<file path="config.mk">
export PLATFORM = sky130hd
export DESIGN_NAME = spi_alu_slave
export DESIGN_NICKNAME = d
export VERILOG_FILES = /design/src/rtl/spi_alu_pkg.sv /design/src/rtl/spi_alu_slave_sync.sv /design/src/rtl/spi_alu_slave.sv
export SDC_FILE = /design/constraint.sdc
export NUM_CORES = 1
export LEC_CHECK = 0
export ABC_CLOCK_PERIOD_IN_PS = 3100
export CAP_MARGIN = 30
export CORE_UTILIZATION = 40
export CTS_CLUSTER_DIAMETER = 100
export DETAILED_ROUTE_END_ITERATION = 12
export HOLD_SLACK_MARGIN = 0.05
export PLACE_DENSITY = 0.72
export RECOVER_POWER = 50
export SLEW_MARGIN = 10
export SYNTH_ARGS = -nofsm -noshare
export SYNTH_HDL_FRONTEND = slang
export SYNTH_HIERARCHICAL = 1
export SYNTH_SLANG_ARGS = --single-unit
</file>
<file path="constraint.sdc">
create_clock -name clk -period 3.1 [get_ports clk]
set_clock_uncertainty 0.15 [all_clocks]
set_input_delay 0.465 -clock clk [delete_from_list [all_inputs] [get_ports clk]]
set_output_delay 0.465 -clock clk [all_outputs]
set_load 0.03 [all_outputs]
</file>
<file path="src/rtl/spi_alu_pkg.sv">
`default_nettype none
// ============================================================================
// Module      : spi_alu_pkg
// Description : Shared types, frame constants and ALU helper for spi_alu_slave.
// Revision    : 1.0 - initial release
// ============================================================================
package spi_alu_pkg;

    localparam int FRAME_W = 8;
    localparam int RSP_W   = 4;

    typedef enum logic [1:0] {
        OP_ADD = 2'd0,
        OP_SUB = 2'd1,
        OP_AND = 2'd2,
        OP_OR  = 2'd3
    } opcode_e;

    typedef logic [2:0] state_e;
    localparam state_e ST_IDLE = 3'd0;
    localparam state_e ST_RX   = 3'd1;
    localparam state_e ST_CALC = 3'd2;
    localparam state_e ST_TX   = 3'd3;
    localparam state_e ST_DONE = 3'd4;

    // SUB wraps naturally in RSP_W bits, giving two's complement for a < b.
    function automatic logic [RSP_W-1:0] alu_calc(
        input opcode_e    op,
        input logic [2:0] a,
        input logic [2:0] b
    );
        logic [RSP_W-1:0] w_res;
        w_res = '0;
        case (op)
            OP_ADD:  w_res = {1'b0, a} + {1'b0, b};
            OP_SUB:  w_res = {1'b0, a} - {1'b0, b};
            OP_AND:  w_res = {1'b0, a & b};
            OP_OR:   w_res = {1'b0, a | b};
            default: w_res = '0;
        endcase
        return w_res;
    endfunction

endpackage
`default_nettype wire

</file>
<file path="src/rtl/spi_alu_slave_sync.sv">
`default_nettype none
// ============================================================================
// Module      : spi_in_sync
// Description : Synchronizer chains for sclk/cs/mosi plus sclk edge pulses.
// Revision    : 1.0 - initial release
// ============================================================================
module spi_in_sync #(
    parameter int SYNC_STAGES = 2
)(
    input  logic clk,
    input  logic rst_n,
    input  logic sclk,
    input  logic cs,
    input  logic mosi,
    output logic cs_act,
    output logic mosi_sync,
    output logic sclk_rise,
    output logic sclk_fall
);

    logic [SYNC_STAGES-1:0] r_sclk_ff;
    logic [SYNC_STAGES-1:0] r_cs_ff;
    logic [SYNC_STAGES-1:0] r_mosi_ff;
    logic                   r_sclk_prev;

    always_ff @(posedge clk or negedge rst_n) begin
        if (!rst_n) begin
            r_sclk_ff   <= '0;
            r_cs_ff     <= '1;
            r_mosi_ff   <= '0;
            r_sclk_prev <= 1'b0;
        end else begin
            r_sclk_ff   <= {r_sclk_ff[SYNC_STAGES-2:0], sclk};
            r_cs_ff     <= {r_cs_ff[SYNC_STAGES-2:0],   cs};
            r_mosi_ff   <= {r_mosi_ff[SYNC_STAGES-2:0], mosi};
            r_sclk_prev <= r_sclk_ff[SYNC_STAGES-1];
        end
    end

    assign cs_act    = ~r_cs_ff[SYNC_STAGES-1];
    assign mosi_sync = r_mosi_ff[SYNC_STAGES-1];
    assign sclk_rise =  r_sclk_ff[SYNC_STAGES-1] & ~r_sclk_prev;
    assign sclk_fall = ~r_sclk_ff[SYNC_STAGES-1] &  r_sclk_prev;

endmodule
`default_nettype wire

</file>
<file path="src/rtl/spi_alu_slave.sv">
`default_nettype none
// ============================================================================
// Module      : spi_alu_slave
// Description : Oversampled SPI slave: receives {op,a,b}, returns ALU result.
// Revision    : 1.0 - initial release
// ============================================================================
module spi_alu_slave
    import spi_alu_pkg::*;
#(
    parameter int SYNC_STAGES = 2,
    parameter int OPD_W       = 3,
    parameter int RES_W       = 4
)(
    input  logic             clk,
    input  logic             rst_n,
    input  logic             sclk,
    input  logic             cs,
    input  logic             mosi,
    output logic             miso,
    output logic             busy,
    output logic             rx_valid,
    output logic [1:0]       rx_op,
    output logic [OPD_W-1:0] rx_a,
    output logic [OPD_W-1:0] rx_b,
    output logic [RES_W-1:0] result
);

    logic w_cs_act;
    logic w_mosi;
    logic w_rise;
    logic w_fall;

    spi_in_sync #(
        .SYNC_STAGES (SYNC_STAGES)
    ) u_sync (
        .clk       (clk),
        .rst_n     (rst_n),
        .sclk      (sclk),
        .cs        (cs),
        .mosi      (mosi),
        .cs_act    (w_cs_act),
        .mosi_sync (w_mosi),
        .sclk_rise (w_rise),
        .sclk_fall (w_fall)
    );

    state_e             r_state;
    logic [3:0]         r_bit_cnt;
    logic [FRAME_W-1:0] r_shreg;
    logic [RES_W-1:0]   r_tx_shreg;
    logic [RES_W-1:0]   w_alu;

    // Frame arrives LSB first into the MSB, so after 8 shifts bit 0 sits at [0].
    always_comb begin
        w_alu = alu_calc(opcode_e'(r_shreg[FRAME_W-1 -: 2]),
                         r_shreg[2*OPD_W-1 -: OPD_W],
                         r_shreg[OPD_W-1:0]);
    end

    assign busy = (r_state != ST_IDLE);

    always_ff @(posedge clk or negedge rst_n) begin
        if (!rst_n) begin
            r_state    <= ST_IDLE;
            r_bit_cnt  <= '0;
            r_shreg    <= '0;
            r_tx_shreg <= '0;
            miso       <= 1'b0;
            rx_valid   <= 1'b0;
            rx_op      <= '0;
            rx_a       <= '0;
            rx_b       <= '0;
            result     <= '0;
        end else begin
            rx_valid <= 1'b0;
            // Losing chip select overrides any sclk edge seen in the same cycle.
            if (!w_cs_act) begin
                r_state <= ST_IDLE;
                miso    <= 1'b0;
            end else begin
                case (r_state)
                    ST_IDLE: begin
                        miso      <= 1'b0;
                        r_bit_cnt <= '0;
                        r_state   <= ST_RX;
                    end
                    ST_RX: begin
                        if (w_fall) begin
                            r_shreg   <= {w_mosi, r_shreg[FRAME_W-1:1]};
                            r_bit_cnt <= r_bit_cnt + 4'd1;
                            if (r_bit_cnt == 4'(FRAME_W-1))
                                r_state <= ST_CALC;
                        end
                    end
                    ST_CALC: begin
                        rx_op      <= r_shreg[FRAME_W-1 -: 2];
                        rx_a       <= r_shreg[2*OPD_W-1 -: OPD_W];
                        rx_b       <= r_shreg[OPD_W-1:0];
                        result     <= w_alu;
                        rx_valid   <= 1'b1;
                        r_tx_shreg <= w_alu;
                        r_bit_cnt  <= '0;
                        r_state    <= ST_TX;
                    end
                    ST_TX: begin
                        if (w_rise) begin
                            miso       <= r_tx_shreg[0];
                            r_tx_shreg <= {1'b0, r_tx_shreg[RES_W-1:1]};
                            r_bit_cnt  <= r_bit_cnt + 4'd1;
                            if (r_bit_cnt == 4'(RES_W-1))
                                r_state <= ST_DONE;
                        end
                    end
                    ST_DONE: begin
                        if (w_rise)
                            miso <= 1'b0;
                    end
                    default: begin
                        r_state <= ST_IDLE;
                        miso    <= 1'b0;
                    end
                endcase
            end
        end
    end

endmodule
`default_nettype wire

</file>
# After elaboration in Yosys (flattened, before gate mapping)

Index checks and enable logic that the tools add are counted.

Bitwise gates (word level): 7
Reductions and logical operators: 13
Muxes and demuxes: 18
Add/subtract/negate cells: 3
Equal/unequal tests: 18

Operator list:

| cell                  | count |
|---|---|
| $pmux W4 S4           | 1 |
| $mux W3               | 5 |
| $pmux W3 S5           | 1 |
| $mux W4               | 3 |
| $pmux W4 S3           | 1 |
| $ne A3 B1 Y1 const B  | 3 |
| $reduce_and A3 Y1     | 3 |
| $ne A2 B1 Y1 const B  | 4 |
| $pmux W4 S2           | 1 |
| $eq A3 B2 Y1 const B  | 2 |
| $ne A3 B2 Y1 const B  | 2 |
| $reduce_bool A3 Y1    | 2 |
| $mux W1               | 5 |
| $reduce_and A5 Y1     | 1 |
| $add A3 B3 Y4         | 1 |
| $add A4 B1 Y4 const B | 1 |
| $eq A2 B2 Y1 const B  | 2 |
| $eq A4 B2 Y1 const B  | 1 |
| $eq A4 B3 Y1 const B  | 1 |
| $reduce_and A4 Y1     | 1 |
| $reduce_or A2 Y1      | 2 |
| $sub A3 B3 Y4         | 1 |
| $and A3 B3 Y3         | 1 |
| $eq A3 B1 Y1 const B  | 1 |
| other kinds (10)      | 13 |

Input port bits: 5
Output and inout port bits: 15
Register bits: 40

# Depth between registers and ports, before layout

Gate-level depths: netlist (run 1).

Depth after elaboration: 5
Gate-level depth with buffers: 9

# By module

The synthesis (run 1) kept the hierarchy.

By module, submodules not included:

| module        | times used | area an instance (µm²) | cells each |
|---|---|---|---|
| spi_alu_slave | 1          | 1752.9                 | 157 |
| spi_in_sync   | 1          | 196.4                  | 10 |

# Least setup slack after synthesis (run 1)

No wires, ideal clock.

Path kind: flip-flop to flip-flop
Start: reg r_shreg[0]
End: reg r_tx_shreg[1]
Arrival time: 1984 ps
Buffers on the path: 0
Stages on the path, launching flop included: 9
Slack: 871 ps
Library setup time: 95 ps
Cell sequence: dfrtp_1 > inv_1 > ha_1 > mux2_2 > fa_1 > nor2b_1 > a31oi_1 > a21oi_1 > o31ai_1

Longest elaborated chain between the ends: 3
Elaborated cells between the ends (all ways): 4

Ends and longest elaborated chain:

| element                                        | line                                 | source |
|---|---|---|
| start: declaration                             | spi_alu_slave.sv:49                  | `logic [FRAME_W-1:0] r_shreg;` |
| start signal: assignment                       | spi_alu_slave.sv:89                  | `r_shreg <= {w_mosi, r_shreg[FRAME_W-1:1]};` |
| $sub A3 B3 Y4 or $add A3 B3 Y4 (tied branches) | spi_alu_pkg.sv:36, spi_alu_pkg.sv:35 |  |
| $pmux W4 S4 (*)                                | spi_alu_pkg.sv:34                    | `case (op)` |
| $pmux W4 S2 (*)                                | spi_alu_slave.sv:81                  | `case (r_state)` |
| end signal: assignment                         | spi_alu_slave.sv:101                 | `r_tx_shreg <= w_alu;` |
| end signal: assignment                         | spi_alu_slave.sv:108                 | `r_tx_shreg <= {1'b0, r_tx_shreg[RES_W-1:1]};` |
| end: declaration                               | spi_alu_slave.sv:50                  | `logic [RES_W-1:0] r_tx_shreg;` |

Mark *: on every way between the ends. The rest lies on a longest branch, timed or not.
A chain may end at the register's enable or synchronous reset.

# Final worst setup path (run 1)

Start: reg r_state[0]
End: out busy

Longest elaborated chain between the ends: 1

Ends and longest elaborated chain:

| element                  | line                | source |
|---|---|---|
| start: declaration       | spi_alu_slave.sv:47 | `state_e r_state;` |
| start signal: assignment | spi_alu_slave.sv:64 | `r_state <= ST_IDLE;` |
| start signal: assignment | spi_alu_slave.sv:78 | `r_state <= ST_IDLE;` |
| start signal: assignment | spi_alu_slave.sv:85 | `r_state <= ST_RX;` |
| $reduce_bool A3 Y1       | spi_alu_slave.sv:60 | `assign busy = (r_state != ST_IDLE);` |
| end: declaration         | spi_alu_slave.sv:20 | `output logic busy,` |

Every way passes these cells.

==> impl_results.md, run 1 <==
- Row cnt: 25
- Initial antenna violation count: 0
- Flop pwr share: 0.427
- Largest net degree at the start of global routing: 41
- Final worst-path cycle share: 0.7990
- I/O pin total: 20
- DP HPWL: 2.277 mm
- Worst Max-Slew Pin Slew: 490.9 ps
- PD cells: 862.0 nW/um^2
- Hold path endpoint: u_sync/r_sclk_ff[1]
- Setup Buffers After CTS: 0
- CP endpoint kind: primary output
- Min Clock Period, post-route: 2477 ps
- H-tree depth: 2
- Syn Nets: between 150 and 200
- Worst reg-to-reg path cell count: 7
- Lkg Pwr: 1.017 nW
- CTS Buf Count: 5
- Yosys warnings: 6
- Buffers on Ports: 19
- Cells after Synth: 167
- Cell area after layout: 2281 um^2
- Hold path cells: 0
- Worst Hold Class: reg2reg
- Clk_lat worst skew: between 200 and 300 ps
- 1st-iter DRT viols: 42
- R2R Setup Slk: 640 ps
- Post-synthesis sequential area ratio: 0.5148
- Final WL: 3.266 mm
- Max FO, Critical Path: 15
- Via count: 1250
- Fill cells: 438
- Antenna diode count: 0
- Max-Cap Viols: 0
- Synthesized area: around 1900 um^2
- Layout cell share with drive strength beyond 1: 0.1832
- Max clock buf depth: 2
- Vias per cell: 5.102
- Cell Area, Placed: 2162 um^2
- Fmax: between 0.4 and 0.5 GHz
- Vias in the first global route: 1169
- Final core occ: 0.4861
- Max Slew Vio Count: 0
- Worst-path clk slew: 80 ps
- Setup tns final: 0 ps
- Post_cts resized: 0
- Clk network pwr share: 0.176
- Post-synthesis cell type count: 46
- Startpoint Class: flip-flop
- Routability cong.: 0.8997
- Yosys reg bits: 40
- Status: completed
- Hold_sp: u_sync/r_sclk_ff[0]
- Total gr overflow: 0
- Switching share of power: 0.3818
- First drt pass iteration count: 4
- Core box area: between 4000 and 5000 um^2
- Worst Path Required: around 2500 ps
- Reg2Reg Capture Point: r_tx_shreg[1]
- Pint: between 1 and 1.5 mW
- Unrepaired setup endpoints after global routing: false
- Net switching power: 0.7506 mW
- Mean post-synth cell area: 11.67 um^2
- Starting density of the core: 0.4155
- Final setup fails: 0
- Total track usage: 0.1448
- Number of flops mapped to enable cells by yosys: 0
- Primary FF master, synth: dfrtp_1
- Die outline width: 71.81 um
- Die Span Y: 71.81 um
- First-pass GRT wire length: 5.699 mm
- Slew margin rel.: 0.6727
- Logic gate share of total power: 0.397
- Maximum vdd drop: 364.5 uV
- Clk sinks: 40
- DRT antenna net count: 0
- Fin nets: 203
- Wire length per cell: 13.33 um
- Worst r2r src: r_shreg[6]
- CP arrival: 1860 ps
- Fraction of registers with async set/reset: 1.000
- Root buf cell: clkbuf_8
- Die area: 5157 um^2
- Final Hold Viols: 0
- Area growth syn-to-layout: 17.01%
- Critical path class: reg2out
- CTS tree: built
- Post-route DRC: 0
[kinds of logic after synthesis]
| group | share of synthesized area |
|---|---|
| adders and majority gates | 0.06033 |
| xor gates and xnor gates | 0.01798 |
| AOI/OAI and AO/OA | 0.1027 |
| buffers and inverters | 0.03979 |
| and+or+nand+nor | 0.1406 |
| muxes | 0.1239 |
| DFF | 0.5148 |
[placed cells by master (no fill, tap or decap), types with 2 or more instances in the layout]
cell	synthesis	layout
clkbuf_8	0	6
mux2_2	17	17
xor2_1	2	2
xnor2_1	2	2
nor2b_1	6	6
nor2_1	9	9
dfstp_2	2	2
nor3b_2	2	2
nand2_1	11	11
ha_1	7	7
clkbuf_1	1	3
dfrtp_1	38	38
o31ai_1	2	2
inv_1	10	10
nor3_1	2	2
a21oi_1	8	8
dlygate4sd3_1	0	4
clkdlybuf4s50_1	0	15
nand2b_1	4	4
or3_1	3	3
mux2i_1	5	5
o21ai_0	6	6
nand3b_1	2	2
a31oi_1	2	2
[timing repair]
item,4_1_cts,5_1_grt
hold endpoints to repair,0,23
hold buffers,0,1
endpoints found under the setup margin,0,0
[worst max-delay path by stage]
stage                    start  depth (start not counted)  slack [ps]             to
floorplan           r_shreg[0]                          8         870  r_tx_shreg[1]
CTS                 r_state[0]                          2         600           busy
global placement    r_shreg[7]                          7         760  r_tx_shreg[1]
finish              r_state[0]                          2         620           busy
detailed placement  r_shreg[6]                          7         660  r_tx_shreg[1]
global route        r_shreg[6]                          7         410  r_tx_shreg[1]
[critical path: stages, from the launching register on]
cell	delay [ps]
dfrtp_1	560
or3_1	410
clkdlybuf4s50_1	600
[synth_stat cells (all sizes together), types with 3 or more instances]
cell | instances | area share
o21ai | 6 | 0.015
mux2i | 5 | 0.026
nor2b | 6 | 0.019
nor2 | 10 | 0.023
a21oi | 8 | 0.021
nand2 | 12 | 0.024
mux2 | 17 | 0.098
dfrtp | 38 | 0.49
inv | 10 | 0.019
or3 | 3 | 0.0096
buf | 4 | 0.019
nand2b | 5 | 0.020
ha | 7 | 0.045
[flip-flops by register name, indices dropped and copies added (netlist names)]
name,cells
result,4
r_bit_cnt,4
u_sync/r_mosi_ff,2
r_shreg,8
miso,1
u_sync/r_sclk_prev,1
r_state,3
rx_valid,1
u_sync/r_sclk_ff,2
rx_b,3
r_tx_shreg,4
rx_a,3
u_sync/r_cs_ff,2
rx_op,2
[through the flow]
step                      hold slack [ps]  instances  total power [mW]  setup slack [ps]
final                               205.9        245             1.966             623.0
after global routing                210.3        245             2.121             405.6
after CTS                           156.5        243             1.988             600.2
after detailed placement            186.4        235             1.631             661.3
after global placement              183.7        235             1.608             761.3
after floorplan                     19.41        167             1.398             870.7
[final cells by class]
type | instances | area (um^2) | area share
inverters | 10 | 37.54 | 0.01646
well taps | 54 | 67.56 | 0.02962
repair buffers | 21 | 214.0 | 0.09380
multi-input cells | 112 | 868.3 | 0.3807
flip-flops and latches | 40 | 1003 | 0.4399
clock buffers | 8 | 90.09 | 0.03950
[routing by layer]
metal / vias to the layer above / GRT usage / share of wire / routed length [um]
met1: 591 / 0.2022 / 0.51 / 1665
li1: 628 / - / - / -
met3: 6 / 0.03938 / 0.039 / 129
met5: - / 0 / 0 / 0
met4: 0 / 0.06536 / 0.021 / 69
met2: 25 / 0.2107 / 0.43 / 1403
[power by group through the flow]
| stage | sequential, mW | combinational (mW) | clock [mW] |
|---|---|---|---|
| 6_report | 0.839 | 0.781 | 0.346 |
| 5_1_grt | 0.869 | 0.863 | 0.390 |
| 4_1_cts | 0.840 | 0.785 | 0.364 |
| 3_5_place_dp | 0.848 | 0.782 | 0 |
| 3_3_place_gp | 0.840 | 0.767 | 0 |
| 2_1_floorplan | 0.870 | 0.528 | 0 |
Note: power is estimated with default switching activity, not from simulation.
==> run 2: changes to the inputs <==
--- a/config.mk
+++ b/config.mk
@@ -5,13 +5,13 @@
 export SDC_FILE = /design/constraint.sdc
 export NUM_CORES = 1
 export LEC_CHECK = 0
-export ABC_CLOCK_PERIOD_IN_PS = 3100
+export ABC_CLOCK_PERIOD_IN_PS = 2050
 export CAP_MARGIN = 30
 export CORE_UTILIZATION = 40
 export CTS_CLUSTER_DIAMETER = 100
 export DETAILED_ROUTE_END_ITERATION = 12
 export HOLD_SLACK_MARGIN = 0.05
-export PLACE_DENSITY = 0.72
+export PLACE_DENSITY = 0.74
 export RECOVER_POWER = 50
 export SLEW_MARGIN = 10
 export SYNTH_ARGS = -nofsm -noshare
==> constraint.sdc (replaced) <==
create_clock -name clk -period 2.05 [get_ports clk]
set_clock_uncertainty 0.15 [all_clocks]
set_input_delay 0.3075 -clock clk [delete_from_list [all_inputs] [get_ports clk]]
set_output_delay 0.3075 -clock clk [all_outputs]
set_load 0.03 [all_outputs]
==> run 2 against run 1 <==
The flow now finishes with violations (setup timing). Total power up 67%. Setup slack worse by 760 ps. Global-route usage up 1.2 points. Critical path depth rose by 5. Count of clock-buffer cells in the layout down 2. Cell count grew 6.9%. Non-clock buffer count is 17 higher. Worst hold slack got worse by 6.1 ps. Die area is the same. First-iteration DRC count up 110%. Via count increased by 10%. Critical path type is now reg2reg.
==> impl_results.md, run 2 (synthesis results as in run 1) <==
- Area growth syn-to-layout: 26.44%
- CTS Buf Count: 5
- Place WS: -177.7 ps
- Post-route DRC: 0
- Vias in the first global route: 1374
- CTS tree: built
- Violated checks: setup timing
- First-pass GRT wire length: 6.092 mm
- Max Slew Vio Count: 0
- Routability cong.: 0.8714
- Clk_lat worst skew: 300 ps
- Final WL: 3.540 mm
- H-tree depth: 2
- DP Cell Count: 249
- Cell Area, Placed: 2277 um^2
- M1 GR Usage: 0.1938
- Worst Max-Slew Pin Slew: 1059 ps
- Maximum vdd drop: roughly 530 uV
- Fmax: 0.4563 GHz
- Final setup margin: -141.4 ps
- Largest net degree at the start of global routing: 21
- Initial antenna violation count: 0
- Critical path class: reg2reg
- CP endpoint kind: flip-flop
- Status: finished with violations
- Total track usage: 0.1565
- Via count: ~1400
- 1st-iter DRT viols: between 80 and 90
- Worst Path Required: 2090 ps
- Largest Register: r_shreg
- Buffers on Ports: 19
- Die area: 5157 um^2
- Setup tns final: -266.1 ps
- Startpoint Class: flip-flop
- I/O pin total: 20
- Max reg flops: 8
- Final worst-path cycle share: 1.069
- Vias per cell: 5.248
- Die Span Y: 71.81 um
- Core box area: between 4000 and 5000 um^2
- Max-Cap Viols: 0
- Most common cell after layout, fill and taps aside: dfrtp_1
- Row cnt: 25
- Final core occ: 0.5253
- Most frequent cells in the layout: 38 x dfrtp_1, 15 x mux2_2, 15 x buf_4
- Worst-path clk slew: 80 ps
- Worst reg-to-reg path cell count: 7
- Clk sinks: 40
- Final Hold Viols: 0
- First drt pass iteration count: 4
- DP HPWL: 2.483 mm
- Met2 usage: 0.2453
- Slew margin rel.: 0.2943
- Final setup fails: 3
- Layout cell share with drive strength beyond 1: 0.3029
- Max clock buf depth: 2
- Max FO, Critical Path: 2
- CP arrival: between 2000 and 2500 ps
- Cell area after layout: 2465 um^2
- Final cell count without fillers: between 200 and 300
- Min Clock Period, post-route: 2191 ps
- Die outline width: 71.81 um
- Antenna diode count: 0
- Fin nets: 220
- PD cells: between 1000 and 1500 nW/um^2
- Wire length per cell: ~14 um
- Worst Hold Class: reg2reg
- Unrepaired setup endpoints after global routing: true
- Lkg Pwr: around 1.1 nW
- DRT antenna net count: 0
- Starting density of the core: 0.4155
- Root buf cell: clkbuf_8
- Hold path cells: 0
- Total gr overflow: 0
- Busiest layer in global routing: met2
- M3 GR Usage: 0.04782
[run 2: changes by cell type in the layout (fill, tap and decap cells not counted), sizes merged]
cell / previous run / this run
clkdlybuf4s50: 15 / 14
buf: 1 / 16
bufinv: 0 / 1
dlygate4sd2: 0 / 1
clkinv: 0 / 1
[run 2: metal layers]
metal  part of all wire  vias to the layer above
li1                   -                      664
met1               0.48                      667
met2               0.46                       35
met3              0.042                        9
met4              0.024                        0
met5                  0                        -
[run 2: stage by stage]
step	total power, mW	hold WS (ps)
floorplan	2.130	-138.1
global placement	2.544	125.4
detailed placement	2.576	128.8
CTS	3.215	201.6
global route	3.508	210.1
finish	3.275	199.8
[run 2: what timing repair did]
action | in CTS | in global routing
pin swaps | 2 | 9
resized for setup | 3 | 10
hold endpoints to repair | 18 | 0
setup endpoints to repair | 5 | 6
cloned | 0 | 0
hold buffers | 1 | 0
setup buffers | 3 | 1
[run 2: worst paths after layout]
| path | endpoint | slack (ps) | startpoint |
|---|---|---|---|
| worst max-delay path | result[1] | -140 | r_shreg[0] |
| worst min-delay path | u_sync/r_sclk_ff[1] | 200 | u_sync/r_sclk_ff[0] |
| worst max register to register | result[1] | -140 | r_shreg[0] |
| worst min register to register | u_sync/r_sclk_ff[1] | 200 | u_sync/r_sclk_ff[0] |
| max in group asynchronous | u_sync/r_cs_ff[1] | 260 | rst_n |
| min in group asynchronous | rx_a[2] | 560 | rst_n |
[run 2: power breakdown]
part | internal (mW) | switching (mW) | leakage (nW)
registers | 1.01 | 0.156 | 0.518
clock network | 0.361 | 0.272 | 0.0552
logic | 0.682 | 0.798 | 0.542
total | 2.05 | 1.23 | 1.12
[run 2: final cells by class]
cell class	count	area [um^2]
inverter	10	37.54
sequential	40	1003
multi-input combinational	112	922.1
timing repair buffer	38	326.6
clock inverter	2	35.03
clock buffer	6	72.57
fill	407	2227
tap	54	67.56
[run 2: critical path: stages, from the launching register on]
cell,delay [ps]
dfrtp_1,400
inv_2,100
ha_4,200
mux2_4,280
fa_2,510
nor2b_1,120
a31oi_1,60
mux2_4,260
